File: config.mk
export PLATFORM = sky130hd
export DESIGN_NAME = keypad_scanner
export DESIGN_NICKNAME = d
export VERILOG_FILES = /design/src/rtl/keypad_scanner.sv
export SDC_FILE = /design/constraint.sdc
export NUM_CORES = 1
export LEC_CHECK = 0
export CAP_MARGIN = 20
export CORE_ASPECT_RATIO = 1.5
export CORE_UTILIZATION = 59
export DETAILED_ROUTE_END_ITERATION = 7
export DONT_BUFFER_PORTS = 1
export PLACE_DENSITY_LB_ADDON = 0.05
export RECOVER_POWER = 50
export SLEW_MARGIN = 15
export SYNTH_ARGS = -nofsm -noshare
export SYNTH_HDL_FRONTEND = slang
export SYNTH_SLANG_ARGS = --single-unit
File: constraint.sdc
create_clock -name clk -period 4.64 [get_ports clk]
set_clock_uncertainty 0.1 [all_clocks]
set_input_delay 0.928 -clock clk [delete_from_list [all_inputs] [get_ports clk]]
set_output_delay 0.928 -clock clk [all_outputs]
set_load 0.1 [all_outputs]
File: src/rtl/keypad_scanner.sv
// keypad_scanner: row-scanning 4x4 hex keypad decoder with press and release
// debounce. One key is tracked at a time; others are ignored until release.
//
// state     | meaning
// ----------|---------------------------------------------------------------
// SCAN      | drive each row for SCAN_DIV cycles, sample columns on last one
// DEB_PRESS | row frozen, count cycles the captured column pattern is stable
// HELD      | key accepted, watch only the captured column for release
// DEB_REL   | count consecutive open cycles on the captured column
module keypad_scanner #(
    parameter int SCAN_DIV   = 4096,
    parameter int DEB_CYCLES = 240000
) (
    input  logic       clk,
    input  logic       reset,
    input  logic [3:0] col_sync,
    output logic [3:0] row,
    output logic [3:0] key_code,
    output logic       key_valid,
    output logic       key_held
);

    localparam int SW = (SCAN_DIV > 1) ? $clog2(SCAN_DIV) : 1;
    localparam int DW = $clog2(DEB_CYCLES + 1);

    typedef enum logic [1:0] {SCAN, DEB_PRESS, HELD, DEB_REL} state_t;

    state_t          state, state_nx;
    logic [3:0]      row_nx, key_code_nx;
    logic            key_valid_nx, key_held_nx;
    logic [SW-1:0]   scan_cnt, scan_cnt_nx;
    logic [DW-1:0]   deb_cnt, deb_cnt_nx;
    logic [1:0]      cap_r, cap_r_nx, cap_c, cap_c_nx;
    logic [1:0]      row_idx, col_idx;
    logic [3:0]      cap_mask;
    logic            col_onehot, scan_last, deb_done;

    function automatic logic [3:0] key_map(input logic [1:0] r, input logic [1:0] c);
        case ({r, c})
            4'h0: key_map = 4'h1;
            4'h1: key_map = 4'h2;
            4'h2: key_map = 4'h3;
            4'h3: key_map = 4'hA;
            4'h4: key_map = 4'h4;
            4'h5: key_map = 4'h5;
            4'h6: key_map = 4'h6;
            4'h7: key_map = 4'hB;
            4'h8: key_map = 4'h7;
            4'h9: key_map = 4'h8;
            4'hA: key_map = 4'h9;
            4'hB: key_map = 4'hC;
            4'hC: key_map = 4'hE;
            4'hD: key_map = 4'h0;
            4'hE: key_map = 4'hF;
            default: key_map = 4'hD;
        endcase
    endfunction

    assign col_onehot = (col_sync != 4'b0000) && ((col_sync & (col_sync - 4'd1)) == 4'b0000);
    assign scan_last  = (scan_cnt == SW'(SCAN_DIV - 1));
    assign deb_done   = (deb_cnt == DW'(DEB_CYCLES));
    assign cap_mask   = 4'b0001 << cap_c;

    // Encode the driven row and the (one-hot) column into indices.
    always_comb begin
        row_idx = 2'd0;
        col_idx = 2'd0;
        case (row)
            4'b0010: row_idx = 2'd1;
            4'b0100: row_idx = 2'd2;
            4'b1000: row_idx = 2'd3;
            default: row_idx = 2'd0;
        endcase
        case (col_sync)
            4'b0010: col_idx = 2'd1;
            4'b0100: col_idx = 2'd2;
            4'b1000: col_idx = 2'd3;
            default: col_idx = 2'd0;
        endcase
    end

    // Next-state and next-output logic for the scan/debounce controller.
    always_comb begin
        state_nx     = state;
        row_nx       = row;
        scan_cnt_nx  = scan_cnt;
        deb_cnt_nx   = deb_cnt;
        cap_r_nx     = cap_r;
        cap_c_nx     = cap_c;
        key_code_nx  = key_code;
        key_valid_nx = 1'b0;
        key_held_nx  = key_held;
        case (state)
            SCAN: begin
                if (!scan_last) begin
                    scan_cnt_nx = scan_cnt + SW'(1);
                end else if (col_onehot) begin
                    // Row stays put so the debounce watches the same key.
                    scan_cnt_nx = '0;
                    cap_r_nx    = row_idx;
                    cap_c_nx    = col_idx;
                    deb_cnt_nx  = '0;
                    state_nx    = DEB_PRESS;
                end else begin
                    scan_cnt_nx = '0;
                    row_nx      = {row[2:0], row[3]};
                end
            end
            DEB_PRESS: begin
                if (deb_done) begin
                    key_code_nx  = key_map(cap_r, cap_c);
                    key_valid_nx = 1'b1;
                    key_held_nx  = 1'b1;
                    state_nx     = HELD;
                end else if (col_sync == cap_mask) begin
                    deb_cnt_nx = deb_cnt + DW'(1);
                end else begin
                    scan_cnt_nx = '0;
                    state_nx    = SCAN;
                end
            end
            HELD: begin
                if (!col_sync[cap_c]) begin
                    deb_cnt_nx = '0;
                    state_nx   = DEB_REL;
                end
            end
            DEB_REL: begin
                if (col_sync[cap_c]) begin
                    state_nx = HELD;
                end else if (deb_done) begin
                    key_held_nx = 1'b0;
                    row_nx      = {row[2:0], row[3]};
                    scan_cnt_nx = '0;
                    state_nx    = SCAN;
                end else begin
                    deb_cnt_nx = deb_cnt + DW'(1);
                end
            end
            default: state_nx = SCAN;
        endcase
    end

    // State and output registers; reset wins over everything.
    always_ff @(posedge clk) begin
        if (!reset) begin
            state     <= SCAN;
            row       <= 4'b0001;
            scan_cnt  <= '0;
            deb_cnt   <= '0;
            cap_r     <= 2'd0;
            cap_c     <= 2'd0;
            key_code  <= 4'h0;
            key_valid <= 1'b0;
            key_held  <= 1'b0;
        end else begin
            state     <= state_nx;
            row       <= row_nx;
            scan_cnt  <= scan_cnt_nx;
            deb_cnt   <= deb_cnt_nx;
            cap_r     <= cap_r_nx;
            cap_c     <= cap_c_nx;
            key_code  <= key_code_nx;
            key_valid <= key_valid_nx;
            key_held  <= key_held_nx;
        end
    end

endmodule

==> results of run 1 <==
==> cell type report <==
class	instances	area share, %
multi-input combinational	258	59.3
sequential	46	32.1
tap	64	2.79
clock buffer	6	2.53
inverter	15	2.01
clock inverter	2	1.31
==> cells in the mapped netlist (2+ instances only) <==
master / number
a21oi_1: 27
a31o_2: 3
a31oi_1: 4
and2_1: 2
and3_1: 3
and4_1: 2
buf_1: 2
buf_2: 3
buf_6: 4
clkbuf_1: 6
dfxtp_1: 46
ha_1: 13
inv_1: 14
mux2i_1: 4
mux4_2: 2
nand2_1: 24
nand3_1: 23
nand4_1: 8
nor2_1: 29
nor3_1: 7
nor3_2: 2
nor4_1: 8
o211ai_1: 2
o211ai_2: 2
o21a_1: 2
o21ai_0: 22
o311ai_0: 2
o31ai_1: 3
or2_2: 2
or3_1: 12
or4_1: 5
xnor2_1: 12
xor2_1: 5
==> per-layer routing <==
layer	track usage, %	up-vias	routed length [um]
li1	-	1209	-
met1	27.6	1094	2590
met2	45.6	23	3070
met3	4.01	17	100
met4	11.9	0	192
met5	0	-	0
==> worst max-delay path, cell delays in order, from the launching register on <==
cell,delay [ns]
dfxtp_1,0.51
inv_1,0.14
ha_1,0.25
xor2_1,0.17
o41ai_1,0.71
a211oi_1,0.15
nor3_2,0.57
nor4_1,0.13
o21a_1,0.19
==> registers in the layout, indices dropped and copies added (netlist names) <==
register and cells:
cap_r 2, scan_cnt 12, deb_cnt 18, cap_c 2
state 2, row 4, key_code 4, key_valid 1
key_held 1
==> cells in the final DEF (no fill, tap or decap), drive strengths merged, types with 3 or more instances in the layout <==
master   n
dfxtp   46
a31oi    5
a31o     3
and2     3
mux2i    4
nor2    29
and3     4
or3     12
ha      13
or2      3
nand4    9
xor2     5
inv     14
o211ai   4
or4      5
nor4    10
and4     3
xnor2   12
nand2   25
a21oi   27
nor3     9
nand3   23
clkbuf   6
o21ai   23
o31ai    4
==> report_power, final <==
part | leakage [nW] | switching (mW) | internal [mW] | total (mW)
Clock | 0.0514 | 0.139 | 0.161 | 0.300
Sequential | 0.371 | 0.00888 | 0.397 | 0.406
Combinational | 0.493 | 0.0139 | 0.00933 | 0.0232
==> logic make-up after synthesis <==
kind of cell | share of synthesized area (%)
buf+inv | 5.96
simple gates | 27.8
compound gates | 19.3
fa+ha+maj | 5.74
xor+xnor | 5.26
mux | 3.40
flops | 32.5
==> per-stage QoR <==
| stage | utilization, % | worst slack (ns) |
|---|---|---|
| floorplan | - | 1.95 |
| global placement | 61.2 | 1.90 |
| detailed placement | 61.2 | 1.86 |
| CTS | 63.6 | 1.91 |
| global route | 62.7 | 1.39 |
| finish | 62.7 | 1.61 |
==> worst paths after layout <==
kind                              from                         to
max              cap_c[0]$_SDFFE_PN0P_   scan_cnt[5]$_SDFFE_PN0P_
min          scan_cnt[11]$_SDFFE_PN0P_  scan_cnt[11]$_SDFFE_PN0P_
max reg2reg      cap_c[0]$_SDFFE_PN0P_   scan_cnt[5]$_SDFFE_PN0P_
min reg2reg  scan_cnt[11]$_SDFFE_PN0P_  scan_cnt[11]$_SDFFE_PN0P_
==> results.md, run 1 <==
* Async set-reset flop share out of synthesis at 0%
* Initial Utilization at 61.9%
* Max cap viols at 0
* Design area at 2870 um2
* Die H at 86.9 um
* Final Wtd Congestion at 0.883
* # rows at 30
* Power Dens Cells at 254 nW/um2
* Clk buf depth at 2
* Status: finished, final reports clean
* Reg2Reg Depth at 8
* Fin Hold WS at 0.396 ns
* CTS clock-pin slew for the worst setup and hold paths at 0.09 ns
* Core Area at 4580 um2
* Layout Nets at 345
* Fin crit period at 3.03 ns
* Ys Warns at 0
* Die area at 5090 um2
* # port buffers at 0
* Post-route ant nets at 0
* Area Overhead vs Synth at 1.28%
* Placed cell count at 383
* Reg2reg setup slack at 1.61 ns
* Worst Path Arrival at 3.14 ns
* Share of layout cells above drive strength 1 at 8.26%
* Routed via count at 2343
* Final Hold Fails at 0
* First-pass DRT Iterations at 4
* Placed inst area at 2800 um2
* Largest area contributor in the netlist: dfxtp_1
* Drt first-iter violations at 180
* Syn_area_per_cell at 8.43 um2
* Hold buffer count at CTS at 0
* H-tree depth at 2
* Hold crit path type: register to register
* Placed wire-length estimate at 4330 um
* Setup Viol. Count Final at 0
* Setup TNS at 0 ns
* EDFF count, synth at 0
* Seq/Total Area, Yosys at 32.5%
* Mapped Area at 2830 um2
* Register bit total from synthesis at 46
* Worst slew pin tran at 1.09 ns
* Fin cells at 391
* Lkg Pwr at 0.916 nW
* Clock tree root buffer cell: clkbuf_8
* Synth Instances at 336
* Post-synth top flop: dfxtp_1
* Number of buffers created by CTS at 5
* FILL cells at 421
* Post-synth top area share at 32.5%
* Hold depth at 2
* Total power at 0.729 mW
* Vias in the first global route at 2133
* Vias/cell at 5.99
* Max IR drop VDD at 136 uV
* Syn_nets at 355
* Top cells by area, synth: dfxtp_1 33%, ha_1 5.7%, a21oi_1 4.8%
* First-pass GRT wire length at 9850 um
* ANT cells at 0
* Grt total ovfl at 0
* Critical Path Start Type: register
* Largest net degree at the start of global routing at 24
* Postcts setup bufs at 0
* Period Utilization, post-route at 65.3%
* Worst-path fanout max at 12
* Die X at 58.6 um
* Unrepaired setup endpoints after global routing: no
* Setup CP Type: register to register
* Register area at 921 um2
* Multi-input gate area at 1700 um2
* Netlist cell types at 64
* Clk_lat worst skew at 0.30 ns
* IO Count at 16
* Fin. max-slew vios at 0
* DRC violations left at 0
* CTS tree: built
* GRT Total Usage at 25.0%
* Cts repair resizes at 0
* Slew margin rel. at 27.1%
* Clk sinks at 46
* Max Clk Rate at 330 MHz
* Wire per inst at 15.2 um
* Antenna violations before repair at 0
* Critical Path End Type: register
* Routed wire length at 5950 um
* CP Data Required Time at 4.74 ns
(Power assumes the default switching activity.)
==> run 2, diff against run 1 <==
- clock period: 4.64 -> 2.8 ns (I/O delays scaled with it)
==> run 2 against run 1 <==
Net effect: register-to-register slack lost 1.4 ns; sequential power grew 63%; critical path depth is the same.
==> results.md, run 2 (synthesis gave the netlist of run 1 again) <==
* Status: finished, final reports clean
* Wire per inst at 15.6 um
* ANT cells at 0
* Antenna violations before repair at 0
* Max IR drop VDD at 286 uV
* Initial Utilization at 61.9%
* First-pass DRT Iterations at 4
* Max Clk Rate at 379 MHz
* Most common cell after layout, fill and taps aside: dfxtp_1
* IO Count at 16
* Worst Path Arrival at 2.74 ns
* Setup CP Type: register to register
* Critical Path Start Type: register
* Post-route ant nets at 0
* Worst Slack Setup Final at 0.161 ns
* Setup Viol. Count Final at 0
* Routed wire length at 6270 um
* Grt total ovfl at 0
* # port buffers at 0
* Clk sinks at 46
* Number of buffers created by CTS at 5
* Largest Register: deb_cnt
* Multi-input gate area at 1740 um2
* GRT Total Usage at 26.4%
* Core Area at 4580 um2
* Fin crit period at 2.64 ns
* Die H at 86.9 um
* Hold crit path type: input port to register
* Total power at 1.14 mW
* CTS tree: built
* Drt first-iter violations at 122
* Largest net degree at the start of global routing at 24
* Clk buf depth at 2
* Period Utilization, post-route at 94.3%
* Clock tree root buffer cell: clkbuf_8
* Final Wtd Congestion at 0.920
* Vias/cell at 6.11
* Die area at 5090 um2
* Share of layout cells above drive strength 1 at 10.3%
* Final Hold Fails at 0
* Most frequent cells in the layout: 46 x dfxtp_1, 29 x nor2_1, 27 x a21oi_1
* # rows at 30
* CP Data Required Time at 2.90 ns
* Worst slew pin tran at 1.35 ns
* Worst-path fanout max at 9
* Largest register FFs at 18
* Fin. max-slew vios at 0
* Clk_lat worst skew at 0.30 ns
* Register area at 921 um2
* CTS clock-pin slew for the worst setup and hold paths at 0.08 ns
* Die X at 58.6 um
* Layout Nets at 357
* FILL cells at 429
* Area Overhead vs Synth at 4.15%
* Critical Path End Type: register
* Setup TNS at 0 ns
* Unrepaired setup endpoints after global routing: no
* Regs by FF count: deb_cnt x18, scan_cnt x12
* Placed wire-length estimate at 4670 um
* First-pass GRT wire length at 10500 um
* Slew margin rel. at 10.0%
* Setup WS pre-CTS at 0.249 ns
* DRC violations left at 0
* Vias in the first global route at 2338
* Power Dens Cells at 385 nW/um2
* Routed via count at 2463
* Max cap viols at 0
* H-tree depth at 2
* Hold buffer count at CTS at 0
* Lkg Pwr at 0.951 nW
-- run 2: final cells by class --
cell class	count	area share [%]
Multi-Input combinational cell	258	58.9
Sequential cell	46	31.2
Clock buffer	7	2.93
Tap cell	64	2.71
Timing Repair Buffer	12	2.16
Inverter	15	1.95
Clock inverter	1	0.170
-- run 2: timing repair --
| item | 4_1_cts | 5_1_grt |
|---|---|---|
| gates resized for setup | 0 | 1 |
| setup endpoints to repair | 0 | 1 |
| endpoints found under the hold margin | 0 | 0 |
| buffers inserted | 0 | 0 |
-- run 2: path summary, 6_finish.rpt --
kind,end,slack (ns),from,cells after the start
worst max-delay path,deb_cnt[12]$_SDFFE_PN0P_,0.16,cap_c[1]$_SDFFE_PN0P_,8
worst min-delay path,row[0]$_SDFFE_PN1P_,0.22,reset,1
worst max register to register,deb_cnt[12]$_SDFFE_PN0P_,0.16,cap_c[1]$_SDFFE_PN0P_,8
worst min register to register,key_code[2]$_SDFFE_PN0P_,0.36,key_code[2]$_SDFFE_PN0P_,2
-- run 2: critical path, cell delays in order (launching register included) --
cell     delay [ns]
dfxtp_1        0.46
inv_1          0.14
ha_1           0.21
xor2_1         0.20
o41ai_4        0.42
nand2_1        0.30
nor4_1         0.43
xor2_1         0.10
and2_1         0.17
-- run 2: through the flow --
step	area (um2)	utilization [%]	hold WS, ns	instances
4_1_cts	2980	65.1	0.213	403
5_1_grt	2950	64.4	0.206	403
6_report	2950	64.4	0.218	403
2_1_floorplan	2830	-	0.357	336
3_5_place_dp	2890	63.1	0.355	395
3_3_place_gp	2890	63.1	0.341	395
-- run 2: routing by layer --
| metal | up-vias | wire length (um) | track usage [%] |
|---|---|---|---|
| li1 | 1227 | - | - |
| met1 | 1171 | 2490 | 26.8 |
| met2 | 52 | 3460 | 51.5 |
| met3 | 13 | 208 | 4.61 |
| met4 | 0 | 108 | 10.4 |
| met5 | - | 0 | 0 |
-- run 2: where the power goes --
group,internal [mW],total (mW),switching (mW)
clock,0.199,0.420,0.221
combinational,0.0165,0.0550,0.0385
sequential,0.658,0.662,0.00370
